[config.mk]
export PLATFORM = sky130hd
export DESIGN_NAME = bram_reader
export DESIGN_NICKNAME = d
export VERILOG_FILES = /design/src/rtl/bram_reader.sv
export SDC_FILE = /design/constraint.sdc
export NUM_CORES = 1
export LEC_CHECK = 0
export CAP_MARGIN = 15
export CORE_MARGIN = 3
export CORE_UTILIZATION = 40
export DETAILED_ROUTE_END_ITERATION = 7
export GPL_ROUTABILITY_DRIVEN = 1
export GPL_TIMING_DRIVEN = 0
export HOLD_SLACK_MARGIN = 0.05
export PLACE_DENSITY = 0.72
export SLEW_MARGIN = 40
export SYNTH_ARGS = -nofsm -noshare
export SYNTH_HDL_FRONTEND = slang
export SYNTH_SLANG_ARGS = --single-unit
export TNS_END_PERCENT = 100
[constraint.sdc]
create_clock -name clk -period 5.7 [get_ports clk]
set_input_delay 1.425 -clock clk [delete_from_list [all_inputs] [get_ports clk]]
set_output_delay 1.425 -clock clk [all_outputs]
set_load 0.005 [all_outputs]
[src/rtl/bram_reader.sv]
// Streams a burst of words from a single-port synchronous block RAM to a
// ready/valid output through a two-entry registered buffer, with optional looping.
module bram_reader #(
    parameter int WordLengthBits = 8,
    parameter int NumWords       = 128,
    localparam int AddrBits      = $clog2(NumWords)
) (
    input  logic                      clk,
    input  logic                      rst,
    input  logic                      start,
    input  logic                      stop,
    input  logic [AddrBits-1:0]       start_address,
    input  logic [AddrBits:0]         length,
    input  logic                      loop,
    output logic                      busy,
    output logic                      done,
    output logic [AddrBits-1:0]       bram_address,
    output logic                      bram_write_enable,
    input  logic [WordLengthBits-1:0] bram_data,
    output logic [WordLengthBits-1:0] out_data,
    output logic                      out_valid,
    input  logic                      out_ready
);

    typedef enum logic [1:0] {
        IDLE   = 2'd0,
        STREAM = 2'd1,
        DRAIN  = 2'd2
    } state_t;

    localparam logic [AddrBits:0]   LenZero  = {(AddrBits + 1){1'b0}};
    localparam logic [AddrBits:0]   LenOne   = {{AddrBits{1'b0}}, 1'b1};
    localparam logic [AddrBits-1:0] AddrZero = {AddrBits{1'b0}};
    localparam logic [AddrBits-1:0] AddrOne  = {{(AddrBits - 1){1'b0}}, 1'b1};
    localparam logic [AddrBits-1:0] LastAddr = AddrBits'(NumWords - 1);

    state_t                    state_r;
    state_t                    state_s;
    logic [AddrBits-1:0]       start_addr_r;
    logic [AddrBits-1:0]       rd_ptr_r;
    logic [AddrBits:0]         len_r;
    logic [AddrBits:0]         issued_r;
    logic [AddrBits:0]         xfer_r;
    logic                      loop_r;
    logic                      first_r;
    logic                      inflight_r;
    logic                      done_r;
    logic                      valid_r;
    logic [1:0]                cnt_r;
    logic [WordLengthBits-1:0] head_r;
    logic [WordLengthBits-1:0] skid_r;

    logic                      pop_s;
    logic                      land_s;
    logic [2:0]                occ_s;
    logic                      issue_s;
    logic                      last_issue_s;
    logic                      last_xfer_s;
    logic [AddrBits-1:0]       ptr_inc_s;

    assign busy              = (state_r != IDLE);
    assign done              = done_r;
    assign bram_address      = rd_ptr_r;
    assign bram_write_enable = 1'b0;
    assign out_data          = head_r;
    assign out_valid         = valid_r;

    // Issue decision and next-state logic; occupancy counts the word leaving this cycle.
    always_comb begin
        pop_s        = valid_r & out_ready;
        land_s       = inflight_r;
        occ_s        = {1'b0, cnt_r} + {2'b00, inflight_r} - {2'b00, pop_s};
        last_issue_s = (issued_r == (len_r - LenOne));
        last_xfer_s  = pop_s & (xfer_r == (len_r - LenOne));
        issue_s      = (state_r == STREAM) & ~stop & ~first_r & (occ_s < 3'd2);
        ptr_inc_s    = (rd_ptr_r == LastAddr) ? AddrZero : (rd_ptr_r + AddrOne);
        state_s      = state_r;
        case (state_r)
            IDLE: begin
                if (start && (length != LenZero)) begin
                    state_s = STREAM;
                end else begin
                    state_s = IDLE;
                end
            end
            STREAM: begin
                if (stop) begin
                    state_s = IDLE;
                end else if (issue_s && last_issue_s && !loop_r) begin
                    state_s = DRAIN;
                end else begin
                    state_s = STREAM;
                end
            end
            DRAIN: begin
                if (stop) begin
                    state_s = IDLE;
                end else if (last_xfer_s) begin
                    state_s = IDLE;
                end else begin
                    state_s = DRAIN;
                end
            end
            default: begin
                state_s = IDLE;
            end
        endcase
    end

    // State register.
    always_ff @(posedge clk or posedge rst) begin
        if (rst) begin
            state_r <= IDLE;
        end else begin
            state_r <= state_s;
        end
    end

    // Burst parameters, read pointer, pass counters and the two-entry output buffer.
    always_ff @(posedge clk or posedge rst) begin
        if (rst) begin
            start_addr_r <= AddrZero;
            rd_ptr_r     <= AddrZero;
            len_r        <= LenZero;
            issued_r     <= LenZero;
            xfer_r       <= LenZero;
            loop_r       <= 1'b0;
            first_r      <= 1'b0;
            inflight_r   <= 1'b0;
            done_r       <= 1'b0;
            valid_r      <= 1'b0;
            cnt_r        <= 2'd0;
            head_r       <= {WordLengthBits{1'b0}};
            skid_r       <= {WordLengthBits{1'b0}};
        end else begin
            done_r  <= 1'b0;
            first_r <= 1'b0;
            if (state_r == IDLE) begin
                if (start) begin
                    start_addr_r <= start_address;
                    rd_ptr_r     <= start_address;
                    len_r        <= length;
                    loop_r       <= loop;
                    issued_r     <= LenZero;
                    xfer_r       <= LenZero;
                    // One settling cycle before the first read sets the output latency.
                    first_r      <= (length != LenZero);
                    done_r       <= (length == LenZero);
                end
            end else if (stop) begin
                cnt_r      <= 2'd0;
                inflight_r <= 1'b0;
                valid_r    <= 1'b0;
            end else begin
                inflight_r <= issue_s;
                if (issue_s) begin
                    if (last_issue_s && loop_r) begin
                        issued_r <= LenZero;
                        rd_ptr_r <= start_addr_r;
                    end else begin
                        issued_r <= issued_r + LenOne;
                        rd_ptr_r <= ptr_inc_s;
                    end
                end
                if (pop_s) begin
                    if (last_xfer_s) begin
                        xfer_r <= LenZero;
                        done_r <= 1'b1;
                    end else begin
                        xfer_r <= xfer_r + LenOne;
                    end
                end
                case ({pop_s, land_s})
                    2'b01: begin
                        if (cnt_r == 2'd0) begin
                            head_r <= bram_data;
                        end else begin
                            skid_r <= bram_data;
                        end
                        cnt_r   <= cnt_r + 2'd1;
                        valid_r <= 1'b1;
                    end
                    2'b10: begin
                        head_r  <= skid_r;
                        cnt_r   <= cnt_r - 2'd1;
                        valid_r <= (cnt_r == 2'd2);
                    end
                    2'b11: begin
                        if (cnt_r == 2'd1) begin
                            head_r <= bram_data;
                        end else begin
                            head_r <= skid_r;
                            skid_r <= bram_data;
                        end
                        valid_r <= 1'b1;
                    end
                    default: begin
                        valid_r <= (cnt_r != 2'd0);
                    end
                endcase
            end
        end
    end

endmodule

==> summary.md, run 1 <==
| Metric | Value |
|---|---|
| Outcome | `finished clean` |
| # Post-CTS Setup Buffers | `0` |
| Hold depth | `2` |
| Die width | `101 µm` |
| CP startpoint kind | `primary input` |
| Final worst path period need | `4.44 ns` |
| Setup Viol. Count Final | `0` |
| Global-route wire length before repair | `14600 µm` |
| HPWL Detailed | `6250 µm` |
| Most common cell after layout, fill and taps aside | `nand2_1` |
| R2r setup slk | `2.34 ns` |
| Leading area contributor after synthesis | `dfrtp_1` |
| FF-to-FF Start | `out_valid` |
| FF/Latch Area | `1580 µm²` |
| H-Tree Depth | `3` |
| Layout cells sized above 1 | `9.60%` |
| Max IR drop VDD | `0.000180 V` |
| Layout Nets | `481` |
| Max_cap viols | `0` |
| Core Box Area | `8760 µm²` |
| Setup tns final | `0 ns` |
| Fillers | `818` |
| Multiplexer share of the synthesized area | `4.97%` |
| Vias | `3045` |
| First-iteration detailed-routing DRC count | `152` |
| Largest net degree at the start of global routing | `34` |
| Largest family of logic cells by synthesized area | `simple AND/OR/NAND/NOR gates` |
| Gate Count Post-Synth | `385` |
| Tcrit/Tclk final | `77.9%` |
| Starting Density | `41.4%` |
| Synth warnings | `0` |
| Place WS | `0.876 ns` |
| Multi-input gate area | `1900 µm²` |
| CTS Sinks | `63` |
| Area of the mapped netlist | `3630 µm²` |
| Worst EP arrival | `4.67 ns` |
| Setup Skew | `0.0101 ns` |
| FP Rows | `34` |
| Total GRT Usage | `17.7%` |
| Die Y | `101 µm` |
| RR Endpoint | `bram_address[0]` |
| Simple-gate share of the synthesized area | `23.2%` |
| Top post-synthesis cells by area | `dfrtp_1, nand2_1, xnor2_1, nor2_1, a21oi_1` |
| Main synth FF type | `dfrtp_1` |
| Vias in the first global route | `3030` |
| Most frequent cells in the layout | `nand2_1, dfrtp_1, clkdlybuf4s50_1` |
| CTS tree | `built` |
| Synth Area per Inst | `9.42 µm²` |
| Mapped Nets | `423` |
| Worst Max-Slew Pin Slew | `0.701 ns` |
| Synth unique cells | `59` |
| Crit. End Element | `flip-flop` |
| Max-slew violations | `0` |
| Final Hold Viols | `0` |
| CTS buffer count | `9` |
| Post-synthesis async set-or-reset flop share | `100%` |
| Hold EP | `start_addr_r[5]` |
| Post-synth EDFFs | `0` |
| Max-slew headroom | `52.9%` |
| Compound-gate portion of the synthesized area | `12.6%` |
| Register area share after synthesis | `43.5%` |
| Clock-pin slew on the worst setup and hold paths | `0.07 ns` |
| Gr ovfl total | `0` |
| Final worst setup slack | `1.26 ns` |
| Hold Crit Start | `start_addr_r[5]` |
| Total power | `1700 µW` |
| WL/cell | `15.2 µm` |
| Total die area | `10200 µm²` |
| RSZ-0062 raised after global routing | `no` |
| Max FO, Critical Path | `10` |
| Seq cells post-synth | `63` |
| Initial antenna violation count | `0` |
| Synth Area in XOR/XNOR | `8.42%` |
| Synth Area in Adders | `3.31%` |
| Tightest Hold Check Type | `flip-flop to flip-flop` |
| Root Driver | `clkbuf_8` |
| I/O Buffers | `46` |
| Synth top area share | `43.5%` |
| PostCTS Resize Cnt | `0` |
| Layout area overhead | `22.5%` |
| Cell Pwr Density | `382 nW/µm²` |
| Antenna viol nets, final | `0` |
| IO Pins | `48` |
| Latest clock arrival within the worst-skew pair | `0.34 ns` |
| Critical path class | `primary input to flip-flop` |
| F_max | `225 MHz` |
| Detailed-router iteration count before antenna repair | `4` |
| R2R depth | `12` |
| WP data required | `5.93 ns` |
| Clock Tree Buf Depth | `2` |
| Via density | `5.48` |
| Final wirelength | `8440 µm` |
| Leak | `0.00199 µW` |
| GP Congestion | `0.860` |
| CTS Hold Bufs | `0` |
| Antenna Cells | `0` |
| # DRC | `0` |
metal layers:
metal  GRT usage [%]  vias to the layer above  part of all wire (%)
met3            3.24                        8                   3.9
met2            28.3                       54                    50
met5               0                        -                     0
met1            24.7                     1511                    45
li1                -                     1472                     -
met4            5.11                        0                   1.2
cells by family after synthesis:
kind of cell             Yosys count
AND/OR/NAND/NOR                  167
buffers and inverters             31
flip-flops                        63
multiplexers                      17
adder cells (fa/ha/maj)            9
XOR/XNOR                          30
AO/OA/AOI/OAI                     67
other                              1
cells in the mapped netlist, types with 2 or more instances:
cell type	count
buf_4	2
o22ai_1	3
or2_2	2
nand3_1	12
xnor2_1	17
nor2_1	28
ha_1	8
a21oi_1	20
a41oi_1	2
o31ai_1	2
buf_2	5
a22o_1	5
buf_1	3
o211ai_1	2
or3_1	2
a21bo_1	2
xor2_1	10
nand4_1	10
a32o_1	4
o21ai_0	6
nor4_1	4
o21ai_1	7
a221oi_1	3
clkbuf_1	9
nand2_1	71
a31oi_1	3
mux2i_1	9
nor3_1	6
dfrtp_1	63
mux2_2	8
a211o_1	2
buf_6	2
nand2b_1	5
xnor3_1	2
and3_1	11
inv_1	10
and2_1	3
state kept, by name, indices dropped and copies added (netlist names):
signal and flops:
bram_address 7, cnt_r 2, done 1, first_r 1, inflight_r 1, issued_r 8, len_r 8, loop_r 1
out_data 8, out_valid 1, skid_r 8, start_addr_r 7, state_r 2, xfer_r 8
through the flow:
step                      hold WS [ns]  instances  util, %  instance area, µm²
after floorplan                  0.445        385        -                3630
after global placement           0.459        539     48.2                4220
after detailed placement         0.466        540     48.4                4240
after CTS                        0.483        556     50.7                4440
after global routing             0.496        556     50.7                4440
final                            0.480        556     50.7                4440
area by class of cell:
cell class / count / share of cell area [%]
multi-input combinational: 291 / 42.9
sequential: 63 / 35.5
timing repair buffer: 47 / 10.8
clock buffer: 11 / 3.18
tap: 108 / 3.04
buffer: 21 / 2.42
clock inverter: 5 / 1.30
inverter: 10 / 0.901
report_power, final:
group          total, µW  switching (µW)  internal, µW
sequential           676             107           568
clock                392             178           214
combinational        629             297           333
total               1700             582          1110
critical path, stage by stage:
cell             delay (ns)
clkdlybuf4s50_1        0.41
nand2_1                0.27
inv_1                  0.16
ha_1                   0.29
nand2b_1               0.16
fa_1                   0.39
xor2_1                 0.17
nor4b_2                0.36
nor2_1                 0.13
clkbuf_1               0.29
a22o_1                 0.26
a41oi_1                0.14
a21bo_1                0.21
how the worst max path moves through the flow:
stage	from	endpoint	slack (ns)	depth (start not counted)
3_5_place_dp	out_ready	bram_address[0]	0.88	13
5_1_grt	out_ready	bram_address[0]	0.94	13
6_report	out_ready	bram_address[0]	1.26	13
3_3_place_gp	out_ready	bram_address[0]	0.89	13
4_1_cts	out_ready	bram_address[0]	1.23	13
2_1_floorplan	out_ready	bram_address[0]	1.75	12
No activity file was read; power rests on OpenSTA's default activity.
==> run 2: changes to the inputs <==
--- a/config.mk
+++ b/config.mk
@@ -12,7 +12,7 @@
 export GPL_ROUTABILITY_DRIVEN = 1
 export GPL_TIMING_DRIVEN = 0
 export HOLD_SLACK_MARGIN = 0.05
-export PLACE_DENSITY = 0.72
+export PLACE_DENSITY = 0.74
 export SLEW_MARGIN = 40
 export SYNTH_ARGS = -nofsm -noshare
 export SYNTH_HDL_FRONTEND = slang
==> constraint.sdc (replaced) <==
create_clock -name clk -period 3.7 [get_ports clk]
set_input_delay 0.925 -clock clk [delete_from_list [all_inputs] [get_ports clk]]
set_output_delay 0.925 -clock clk [all_outputs]
set_load 0.005 [all_outputs]
==> run 2 against run 1 <==
Setup slack worse by 1.1 ns. Critical path depth stayed put. Power is 55% higher. Final cell count is 0.18% higher. Register-to-register slack worse by 1.6 ns. Clock skew hardly changed. Non-clock buffer count is 1 higher. Highest routed layer unchanged. Hold slack hardly changed. Die area stayed put. Routed wire length is 0.55% higher.
==> summary.md, run 2 (synthesis gave the netlist of run 1 again) <==
| Metric | Value |
|---|---|
| WL/cell | `15.2 µm` |
| Clock-pin slew on the worst setup and hold paths | `0.07 ns` |
| GRT Max-Usage Layer | `met2` |
| Total GRT Usage | `17.3%` |
| Max FO, Critical Path | `10` |
| Most common cell after layout, fill and taps aside | `nand2_1` |
| Starting Density | `41.4%` |
| Tcrit/Tclk final | `96.8%` |
| Core Box Area | `8760 µm²` |
| Final Hold Viols | `0` |
| Leak | `0.00200 µW` |
| HPWL Detailed | `6180 µm` |
| Area of placed instances | `4240 µm²` |
| Finished Layout Cells | `557` |
| Max IR drop VDD | `0.000256 V` |
| Final wirelength | `8480 µm` |
| Final Instance Area | `4460 µm²` |
| RSZ-0062 raised after global routing | `no` |
| Outcome | `finished clean` |
| Gr ovfl total | `0` |
| Setup tns final | `0 ns` |
| Worst Max-Slew Pin Slew | `0.672 ns` |
| Vias | `3048` |
| Die width | `101 µm` |
| Global-route wire length before repair | `14100 µm` |
| CTS tree | `built` |
| Largest net degree at the start of global routing | `37` |
| Total die area | `10200 µm²` |
| F_max | `279 MHz` |
| Critical path class | `primary input to flip-flop` |
| Placed instance count | `540` |
| Tightest Hold Check Type | `flip-flop to flip-flop` |
| Setup Skew | `0.0105 ns` |
| WP data required | `3.95 ns` |
| Via density | `5.47` |
| R2R depth | `12` |
| Most frequent cells in the layout | `nand2_1, dfrtp_1, clkdlybuf4s50_1` |
| Hold depth | `2` |
| Worst EP arrival | `3.83 ns` |
| Detailed-router iteration count before antenna repair | `4` |
| Final worst path period need | `3.58 ns` |
| Hold slack | `0.480 ns` |
| # DRC | `0` |
| Layout Nets | `482` |
| H-Tree Depth | `3` |
| Clock Tree Buf Depth | `2` |
| Grt met1 use | `21.5%` |
| Antenna viol nets, final | `0` |
| CTS Sinks | `63` |
| Cell Pwr Density | `589 nW/µm²` |
| Max-slew violations | `0` |
| Latest clock arrival within the worst-skew pair | `0.35 ns` |
| IO Pins | `48` |
| Setup Viol. Count Final | `0` |
| Die Y | `101 µm` |
| CTS buffer count | `9` |
| Crit. End Element | `flip-flop` |
| Max_cap viols | `0` |
| Layout cells sized above 1 | `10.7%` |
| Layout area overhead | `23.0%` |
| FP Rows | `34` |
| GP Congestion | `0.830` |
| Antenna Cells | `0` |
| CP startpoint kind | `primary input` |
| Root Driver | `clkbuf_8` |
| Place WS | `-0.651 ns` |
| Final worst setup slack | `0.120 ns` |
| Fillers | `790` |
| Max-slew headroom | `54.8%` |
| Initial antenna violation count | `0` |
| Vias in the first global route | `3064` |
| First-iteration detailed-routing DRC count | `112` |
| Global Route met2 Usage | `29.6%` |
| I/O Buffers | `46` |
| Met3 Usage GRT | `2.55%` |
[run 2: layer usage]
layer	wire [µm]	up-vias
met5	0	-
met4	180	0
met3	323	14
met2	4310	60
met1	3670	1495
li1	-	1479
[run 2: worst max-delay path: stages]
cell and delay, ns:
clkdlybuf4s50_1 0.52, nand2_4 0.11, inv_2 0.11, ha_1 0.22, nand2b_1 0.15, fa_1 0.39
xor2_1 0.17, nor4b_2 0.33, nor2_1 0.12, buf_2 0.21, a22o_1 0.20, a41oi_1 0.15
a21bo_1 0.21
[run 2: worst paths after layout]
check / from / end / slack (ns)
setup / recovery: out_ready / bram_address[0] / 0.12
setup reg to reg: out_valid / bram_address[0] / 0.74
min in group asynchronous: rst / skid_r[7] / 0.90
max in group asynchronous: rst / issued_r[6] / 2.28
hold reg to reg: start_addr_r[4] / start_addr_r[4] / 0.48
hold / removal: start_addr_r[4] / start_addr_r[4] / 0.48
[run 2: timing repair]
action,in CTS,in global routing
setup endpoints to repair,8,5
hold buffers,0,0
resized for setup,3,4
setup buffers,1,0
gates cloned,0,0
pin swaps,1,0
[run 2: stage by stage]
step	utilization, %	total power, µW
2_1_floorplan	-	1640
3_3_place_gp	48.2	1980
3_5_place_dp	48.4	2020
4_1_cts	50.8	2640
5_1_grt	50.9	2800
6_report	50.9	2630
[run 2: power breakdown]
part	leakage, µW	internal, µW	switching, µW
Sequential	0.000801	875	168
Clock	0.0000992	312	297
Combinational	0.00110	519	458
Total	0.00200	1710	923
[run 2: layout make-up]
class	instances	area [µm²]	area share, %
Tap cell	108	135	3.03
Sequential cell	63	1580	35.3
Buffer	21	111	2.50
Clock buffer	9	124	2.78
Inverter	10	40.0	0.898
Timing Repair Buffer	48	488	10.9
Clock inverter	7	73.8	1.65
Multi-Input combinational cell	291	1910	42.9
